===== src/rtl/fp_cmp_pkg.sv =====
`default_nettype none
// ============================================================================
// Module      : fp_cmp_pkg
// Description : Shared definitions for the floating-point compare pipeline:
//               op encodings and the signed compare built on magnitude flags.
// Revision    : 1.0 - initial release
// ============================================================================
package fp_cmp_pkg;

    typedef enum logic [1:0] {
        OP_GT = 2'b00,
        OP_LT = 2'b01,
        OP_EQ = 2'b10,
        OP_GE = 2'b11
    } op_e;

    typedef struct packed {
        logic gt;
        logic eq;
    } cmp_t;

    // Signed ordering from sign bits plus unsigned magnitude flags. Works for
    // any field width because the magnitude compare is done by the caller.
    function automatic cmp_t fp_signed_cmp(
        input logic a_sign,
        input logic b_sign,
        input logic mag_gt,
        input logic mag_eq,
        input logic a_zero,
        input logic b_zero
    );
        cmp_t r;
        r.eq = (a_zero && b_zero) || ((a_sign == b_sign) && mag_eq);
        if (a_zero && b_zero) begin
            r.gt = 1'b0;                    // +0 and -0 are equal
        end else if (a_sign != b_sign) begin
            r.gt = !a_sign;                 // positive operand wins
        end else if (!a_sign) begin
            r.gt = mag_gt;
        end else begin
            r.gt = !mag_gt && !mag_eq;      // both negative: smaller magnitude wins
        end
        return r;
    endfunction

    // Select the requested relation of a to b.
    function automatic logic op_result(input op_e op, input cmp_t c);
        logic r;
        case (op)
            OP_GT:   r = c.gt;
            OP_LT:   r = !c.gt && !c.eq;
            OP_EQ:   r = c.eq;
            OP_GE:   r = c.gt || c.eq;
            default: r = 1'b0;
        endcase
        return r;
    endfunction

endpackage
`default_nettype wire


===== src/rtl/fp_mag_cmp.sv =====
`default_nettype none
// ============================================================================
// Module      : fp_mag_cmp
// Description : Unsigned magnitude compare of packed {exp,frac} fields.
// Revision    : 1.0 - initial release
// ============================================================================
module fp_mag_cmp #(
    parameter int W = 12
) (
    input  logic [W-1:0] a,
    input  logic [W-1:0] b,
    output logic         gt,
    output logic         eq
);

    assign gt = (a > b);
    assign eq = (a == b);

endmodule
`default_nettype wire


===== src/rtl/fp_cmp_pipe.sv =====
`default_nettype none
// ============================================================================
// Module      : fp_cmp_pipe
// Description : Two-stage sign/magnitude compare pipeline with valid/ready
//               handshakes and a running maximum of delivered results.
// Revision    : 1.0 - initial release
// ============================================================================
module fp_cmp_pipe
    import fp_cmp_pkg::*;
#(
    parameter int EXP_W  = 4,
    parameter int FRAC_W = 8
) (
    input  logic                      clk,
    input  logic                      rst_n,
    input  logic                      in_valid,
    output logic                      in_ready,
    input  logic                      a_sign,
    input  logic [EXP_W-1:0]          a_exp,
    input  logic [FRAC_W-1:0]         a_frac,
    input  logic                      b_sign,
    input  logic [EXP_W-1:0]          b_exp,
    input  logic [FRAC_W-1:0]         b_frac,
    input  logic [1:0]                op,
    input  logic                      acc_clr,
    output logic                      out_valid,
    input  logic                      out_ready,
    output logic                      out_res,
    output logic [EXP_W+FRAC_W:0]     out_max,
    output logic [EXP_W+FRAC_W:0]     acc_max,
    output logic                      acc_vld
);

    localparam int MAG_W = EXP_W + FRAC_W;
    localparam int VAL_W = 1 + MAG_W;

    // Stage 1 state
    logic             s1_valid;
    logic [VAL_W-1:0] s1_a;
    logic [VAL_W-1:0] s1_b;
    op_e              s1_op;
    logic             s1_clr;
    logic             s1_mag_gt;
    logic             s1_mag_eq;

    // Stage 2 state (out_res / out_max are the registers themselves)
    logic             s2_valid;
    logic             s2_clr;

    logic             ld1;
    logic             ld2;
    logic             in_mag_gt;
    logic             in_mag_eq;
    logic             acc_mag_gt;
    logic             acc_mag_eq;
    cmp_t             st2_cmp;
    cmp_t             acc_cmp;
    logic             st2_res;
    logic [VAL_W-1:0] st2_max;
    logic             out_hs;

    // Each stage advances when it is empty or its successor is advancing.
    assign ld2       = !s2_valid || out_ready;
    assign ld1       = !s1_valid || ld2;
    assign in_ready  = ld1;
    assign out_valid = s2_valid;
    assign out_hs    = s2_valid && out_ready;

    fp_mag_cmp #(.W(MAG_W)) u_in_cmp (
        .a  ({a_exp, a_frac}),
        .b  ({b_exp, b_frac}),
        .gt (in_mag_gt),
        .eq (in_mag_eq)
    );

    // Accumulator compares the result leaving stage 2 against the held max.
    fp_mag_cmp #(.W(MAG_W)) u_acc_cmp (
        .a  (out_max[MAG_W-1:0]),
        .b  (acc_max[MAG_W-1:0]),
        .gt (acc_mag_gt),
        .eq (acc_mag_eq)
    );

    // Signed decisions for stage 2 and for the accumulator update.
    always_comb begin
        st2_cmp = fp_signed_cmp(s1_a[MAG_W], s1_b[MAG_W], s1_mag_gt, s1_mag_eq,
                                (s1_a[MAG_W-1:0] == '0), (s1_b[MAG_W-1:0] == '0));
        st2_res = op_result(s1_op, st2_cmp);
        st2_max = (st2_cmp.gt || st2_cmp.eq) ? s1_a : s1_b;
        acc_cmp = fp_signed_cmp(out_max[MAG_W], acc_max[MAG_W], acc_mag_gt, acc_mag_eq,
                                (out_max[MAG_W-1:0] == '0), (acc_max[MAG_W-1:0] == '0));
    end

    // Stage 1: capture operands, op, clear flag and magnitude flags.
    always_ff @(posedge clk or negedge rst_n) begin
        if (!rst_n) begin
            s1_valid  <= 1'b0;
            s1_a      <= '0;
            s1_b      <= '0;
            s1_op     <= OP_GT;
            s1_clr    <= 1'b0;
            s1_mag_gt <= 1'b0;
            s1_mag_eq <= 1'b0;
        end else if (ld1) begin
            s1_valid <= in_valid;
            if (in_valid) begin
                s1_a      <= {a_sign, a_exp, a_frac};
                s1_b      <= {b_sign, b_exp, b_frac};
                s1_op     <= op_e'(op);
                s1_clr    <= acc_clr;
                s1_mag_gt <= in_mag_gt;
                s1_mag_eq <= in_mag_eq;
            end
        end
    end

    // Stage 2: register the compare result and the larger operand.
    always_ff @(posedge clk or negedge rst_n) begin
        if (!rst_n) begin
            s2_valid <= 1'b0;
            out_res  <= 1'b0;
            out_max  <= '0;
            s2_clr   <= 1'b0;
        end else if (ld2) begin
            s2_valid <= s1_valid;
            if (s1_valid) begin
                out_res <= st2_res;
                out_max <= st2_max;
                s2_clr  <= s1_clr;
            end
        end
    end

    // Running maximum: reload on clear or first result, else keep the larger;
    // a tie leaves the held value (and its zero sign) untouched.
    always_ff @(posedge clk or negedge rst_n) begin
        if (!rst_n) begin
            acc_max <= '0;
            acc_vld <= 1'b0;
        end else if (out_hs) begin
            acc_vld <= 1'b1;
            if (s2_clr || !acc_vld || acc_cmp.gt) begin
                acc_max <= out_max;
            end
        end
    end

endmodule
`default_nettype wire


===== config.mk =====
export PLATFORM = sky130hd
export DESIGN_NAME = fp_cmp_pipe
export DESIGN_NICKNAME = d
export VERILOG_FILES = /design/src/rtl/fp_cmp_pkg.sv /design/src/rtl/fp_mag_cmp.sv /design/src/rtl/fp_cmp_pipe.sv
export SDC_FILE = /design/constraint.sdc
export NUM_CORES = 1
export LEC_CHECK = 0
export CORE_UTILIZATION = 49
export CTS_BUF_LIST = sky130_fd_sc_hd__clkbuf_4
export CTS_CLUSTER_SIZE = 28
export DETAILED_ROUTE_END_ITERATION = 10
export PLACE_DENSITY = 0.85
export SLEW_MARGIN = 20
export SYNTH_ARGS = -nofsm -noshare
export SYNTH_HDL_FRONTEND = slang
export SYNTH_HIERARCHICAL = 1
export SYNTH_SLANG_ARGS = --single-unit

===== constraint.sdc =====
create_clock -name clk -period 2.35 [get_ports clk]
set_input_delay 0.3525 -clock clk [delete_from_list [all_inputs] [get_ports clk]]
set_output_delay 0.3525 -clock clk [all_outputs]
set_load 0.005 [all_outputs]

==> out/results.tsv, run 1 <==
metric	value	unit
Post-synth EDFFs	0	
GR Overflow Total	0	
Vias per Instance	5.670	
post-route ant nets	0	
Slew Limit Fails	0	
Leakage	2.116	nW
Worst EP required	2.64	ns
# DRC	0	
Worst Hold End	acc_vld	
Worst Tran Pin Value	0.7108	ns
ys flop type	dfrtp_1	
initial antenna violation count	0	
synth unique cells	45	
largest net degree at the start of global routing	36	
Tmin final	2.427	ns
fmax	412.1	MHz
slew margin rel.	52.57	%
Post-Synthesis Cells	354	
Setup violations, final	12	
final wirelength	8693	um
fin nets	499	
skew final	0.008242	ns
number of global-route vias before repair	2995	
crit path from	acc_max[7]	
worst hold stages	1	
antenna cells	0	
total global-route track usage	24.46	%
detailed-router iteration count before antenna repair	5	
# rows	30	
worst reg2reg startpoint	acc_max[7]	
Sink Count	62	
Synth area leaders	dfrtp_1, mux2_2, ha_1	
Critical Path AT	2.72	ns
Skew-Pair Late Insertion Delay	0.40	ns
design area	4775	sq um
crit share post-route	103.3	%
maxcap violations	0	
Die Area	7593	sq um
worst hold path type	flop to flop	
# H-tree levels	3	
Finished Layout Cells	542	
HPWL after DPL	6222	um
Ports	63	
Crit. End Element	flop	
hold_ws	0.4937	ns
violation count after the first detailed-route iteration	116	
Mapped Area	3552	sq um
cell mode on critical path	nand3_2	
CTS tree	built	
CP startpoint kind	flop	
pwr/cell area	935.1	nW/um^2
failing checks	setup timing	
Seq cells post-synth	62	
register area share after synthesis	43.68	%
setup ws final	-0.07665	ns
slowest stage delay, CP	0.48	ns
drt wl/cell	16.04	um
Synth Net Count	411	
total core area	6907	sq um
Yosys top cell area share	43.68	%
die height	87.14	um
DIE WIDTH	87.14	um
RR Endpoint	acc_max[10]	
slowest library cell on the worst path	or3b_4	
Filler cells	531	
Num CTS Buffers	9	
initial core utilization	51.43	%
critical path type	flop to flop	
Hold Crit Start	acc_vld	
GPL Wtd Cong	0.8999	
total negative slack	-0.6475	ns
clk slew on worst S/H paths	0.10	ns
layout cell share with drive strength beyond 1	30.49	%
syn_area_per_cell	10.03	sq um
crit path max fanout	6	
first-pass GRT wire length	14150	um
Area Overhead vs Synth	34.41	%
Yosys warnings	6	
RSZ-0062 raised after global routing	yes	
dominant cell type by area after synthesis	dfrtp_1	
Placed Cells incl. Taps	520	
R2R depth	10	
Cell Chain, Critical Path	inv_2, ha_4, a41oi_2, o21ai_1, a221oi_2, a21oi_2, o21ai_2, or3b_4, nand3_2, nand3_2	
root buffer cell	clkbuf_4	
Max Buffers Root-to-Sink	2	
outcome	finished with violations	
via count	3073	
maximum VDD drop	0.3064	mV
Worst R2R Setup Slack	-0.08	ns
final hold viol count	0	
Port Buf Inserts	62	
FFs w/ async S/R, synth	100.0	%
placed instance area	4420	sq um
==> kinds of logic (layout without fill, tap and decap cells) <==
| family | after synthesis | count (layout) | share of synthesized area (%) |
|---|---|---|---|
| AND/OR/NAND/NOR | 135 | 136 | 18.95 |
| XOR/XNOR | 1 | 1 | 0.2466 |
| AO/OA/AOI/OAI | 58 | 58 | 13.84 |
| multiplexers | 31 | 31 | 9.827 |
| buffers and inverters | 43 | 134 | 5.001 |
| adder cells (fa/ha/maj) | 24 | 24 | 8.454 |
| flip-flops | 62 | 62 | 43.68 |
==> through the flow <==
stage	total power, mW	utilization, %	setup WS, ns
2_1_floorplan	2.577	-	0.01881
4_1_cts	4.192	66.36	0.0004139
3_5_place_dp	3.480	64.00	-0.09631
5_1_grt	4.787	69.13	-0.1728
6_report	4.465	69.13	-0.07665
3_3_place_gp	3.390	64.00	-0.06340
==> cells in the mapped netlist (2+ instances only) <==
cell and number:
a221oi_2 2, ha_1 24, inv_1 28, mux2_2 31, buf_2 7, o211ai_1 17, or4_4 2, o21ai_1 2
nor2b_1 3, o211ai_2 10, nor2_1 4, nand2_1 63, or3b_2 2, a41oi_1 2, a21o_1 2, clkbuf_1 6
nand2b_1 7, dfrtp_1 62, nor4_1 10, nand4_1 3, a21oi_2 2, o21ai_0 4, a21oi_1 9, and3_2 2
and4_1 2, nand3_1 29
==> worst max-delay path: cells and delay by family (launching register included) <==
kind	cells	cell delay (ns)
compound gates	5	0.97
simple gates	3	0.65
flops	1	0.42
fa+ha+maj	1	0.20
buf+inv	1	0.07
==> layout by cell type, fill, tap and decap left out, types with 12 or more instances in the layout <==
master / instances
nand2_1: 63
dfrtp_1: 62
clkdlybuf4s50_1: 61
mux2_2: 31
inv_1: 26
nand3_2: 25
buf_4: 25
ha_1: 21
o211ai_1: 17
clkbuf_4: 12
==> worst max path at each step <==
stage / end / slack (ns) / depth (start not counted)
detailed placement: acc_max[10] / -0.1 / 10
floorplan: acc_max[0] / 0.02 / 11
global route: acc_max[1] / -0.17 / 10
finish: acc_max[10] / -0.08 / 10
global placement: acc_max[10] / -0.06 / 10
CTS: acc_max[10] / 0.0004 / 10
==> state kept, by name, indices dropped and copies added (netlist names), 2 cells and up <==
signal,count
acc_max,13
out_max,13
s1_a,13
s1_b,13
s1_op,2
==> final cells by class <==
cell class / count / area (sq um) / area share (%)
clock buffer: 12 / 90.09 / 1.887
clock inverter: 3 / 12.51 / 0.2621
inverter: 28 / 105.1 / 2.201
multi-input combinational: 250 / 2031 / 42.53
sequential: 62 / 1551 / 32.49
tap: 96 / 120.1 / 2.516
timing repair buffer: 91 / 864.6 / 18.11
==> what timing repair did <==
action | 4_1_cts | 5_1_grt
hold endpoints to repair | 27 | 0
buffers inserted | 2 | 3
setup endpoints to repair | 13 | 13
gates cloned | 1 | 0
hold buffers | 1 | 0
gates resized for setup | 6 | 33
pin swaps | 3 | 15
==> power breakdown <==
part	leakage (nW)	switching, mW	internal, mW
clock	0.0623	0.365	0.240
combinational	1.31	1.07	1.20
sequential	0.746	0.253	1.33
==> layer usage <==
layer	share of wire [%]	vias up	GRT usage, %	wire [um]
met5	0	-	0	0
met4	2.0	0	9.091	172
met3	5.3	21	5.213	462
met2	50	122	41.23	4326
met1	43	1479	31.05	3731
li1	-	1451	-	-
Power figures use the tool's default switching activity.
==> run 2: changes to the inputs <==
--- a/config.mk
+++ b/config.mk
@@ -9,6 +9,7 @@
 export CTS_BUF_LIST = sky130_fd_sc_hd__clkbuf_4
 export CTS_CLUSTER_SIZE = 28
 export DETAILED_ROUTE_END_ITERATION = 10
+export HOLD_SLACK_MARGIN = 0.08
 export PLACE_DENSITY = 0.85
 export SLEW_MARGIN = 20
 export SYNTH_ARGS = -nofsm -noshare
==> results of run 2 <==
No change in the layout: final DEF, timing and power equal those of run 1.
==> run 3: changes to the inputs <==
--- a/config.mk
+++ b/config.mk
@@ -5,10 +5,12 @@
 export SDC_FILE = /design/constraint.sdc
 export NUM_CORES = 1
 export LEC_CHECK = 0
+export CORE_MARGIN = 10
 export CORE_UTILIZATION = 49
 export CTS_BUF_LIST = sky130_fd_sc_hd__clkbuf_4
 export CTS_CLUSTER_SIZE = 28
 export DETAILED_ROUTE_END_ITERATION = 10
+export GPL_TIMING_DRIVEN = 0
 export HOLD_SLACK_MARGIN = 0.08
 export PLACE_DENSITY = 0.85
 export SLEW_MARGIN = 20
==> out/results.tsv, run 3 (synthesis gave the netlist of run 1 again) <==
metric	value	unit
outcome	finished with violations	
failing checks	setup timing	
GPL Wtd Cong	0.8108	
clk slew on worst S/H paths	0.09	ns
total negative slack	-0.9750	ns
fin nets	507	
die height	105.1	um
Critical Path AT	2.73	ns
Filler cells	547	
initial core utilization	51.43	%
hold_ws	0.4190	ns
drt wl/cell	17.53	um
# rows	30	
Slew Limit Fails	0	
largest net degree at the start of global routing	36	
post-route ant nets	0	
pwr/cell area	950.0	nW/um^2
Crit. End Element	flop	
via count	3076	
Area Overhead vs Synth	35.40	%
Die Area	11050	sq um
design area	4810	sq um
worst hold path type	input port to asynchronous set/reset pin	
CP startpoint kind	flop	
initial antenna violation count	0	
Sink Count	62	
slowest stage delay, CP	0.43	ns
HPWL after DPL	6814	um
worst reg2reg startpoint	acc_max[7]	
placed instance area	4320	sq um
root buffer cell	clkbuf_4	
crit share post-route	105.0	%
setup ws final	-0.1168	ns
slowest library cell on the worst path	or3b_4	
layout cell share with drive strength beyond 1	31.56	%
Cell Chain, Critical Path	inv_2, ha_4, a41oi_2, o21ai_2, a221oi_4, a21oi_2, o21ai_2, or3b_4, buf_6, nand3_1, nand3_1	
R2R depth	11	
number of global-route vias before repair	3242	
slew margin rel.	50.82	%
Finished Layout Cells	546	
Place WS	-0.2884	ns
first-pass GRT wire length	15410	um
total core area	6907	sq um
Skew-Pair Late Insertion Delay	0.39	ns
DIE WIDTH	105.1	um
Num CTS Buffers	9	
Worst Tran Pin Value	0.7377	ns
crit path max fanout	5	
RSZ-0062 raised after global routing	yes	
antenna cells	0	
Tmin final	2.467	ns
total global-route track usage	16.69	%
Ports	63	
fmax	405.4	MHz
CTS tree	built	
violation count after the first detailed-route iteration	186	
Port Buf Inserts	62	
Placed Cells incl. Taps	513	
Max Buffers Root-to-Sink	2	
Setup violations, final	12	
Vias per Instance	5.634	
maxcap violations	0	
Leakage	2.088	nW
maximum VDD drop	0.4189	mV
# H-tree levels	3	
Worst EP required	2.61	ns
detailed-router iteration count before antenna repair	4	
critical path type	flop to flop	
Pwr Total	4.569	mW
# DRC	0	
final core utilization	69.64	%
final wirelength	9572	um
commonest non-fill, non-tap cell in the layout	nand2_1	
final hold viol count	0	
RR Endpoint	acc_max[7]	
GR Overflow Total	0	
Worst R2R Setup Slack	-0.12	ns
most frequent cells in the layout	nand2_1, clkdlybuf4s50_1, dfrtp_1	
skew final	0.01220	ns
-- run 3: routing by layer --
layer | part of all wire (%) | up-vias | track usage (%)
li1 | - | 1467 | -
met1 | 42 | 1493 | 19.41
met2 | 51 | 99 | 29.00
met3 | 5.3 | 17 | 4.300
met4 | 2.0 | 0 | 5.784
met5 | 0 | - | 0
-- run 3: timing repair --
action                                  CTS  global route
gates resized for setup                  29            22
hold buffers                              1             0
setup buffers                            16             4
cloned                                    1             0
pin swaps                                11             9
endpoints found under the setup margin   13            13
hold endpoints to repair                 27             0
-- run 3: worst max-delay path: cells and delay by family (launching register included) --
kind | cells | cell delay (ns)
AO/OA/AOI/OAI | 5 | 0.88
buffers and inverters | 2 | 0.24
flip-flops | 1 | 0.41
adder cells (fa/ha/maj) | 1 | 0.21
AND/OR/NAND/NOR | 3 | 0.61
-- run 3: cell type report --
class | count | area [sq um] | area share, %
Multi-Input combinational cell | 249 | 2049 | 42.61
Clock buffer | 11 | 82.58 | 1.717
Tap cell | 96 | 120.1 | 2.497
Timing Repair Buffer | 85 | 809.5 | 16.83
Buffer | 15 | 81.33 | 1.691
Sequential cell | 62 | 1562 | 32.47
Inverter | 28 | 105.1 | 2.185
-- run 3: how the worst max path moves through the flow --
stage	to	from	slack [ns]	depth (start not counted)
after global routing	acc_max[3]	acc_max[7]	-0.20	11
after CTS	acc_max[0]	acc_max[7]	-0.06	11
after floorplan	acc_max[0]	acc_max[6]	0.02	11
after global placement	acc_max[10]	rst_n	-0.94	1
after detailed placement	acc_max[1]	out_max[6]	-0.29	10
final	acc_max[7]	acc_max[7]	-0.12	11
-- run 3: where the power goes --
group	internal (mW)	switching (mW)	leakage (nW)
logic	1.27	1.11	1.30
clock network	0.214	0.332	0.0506
registers	1.34	0.298	0.736
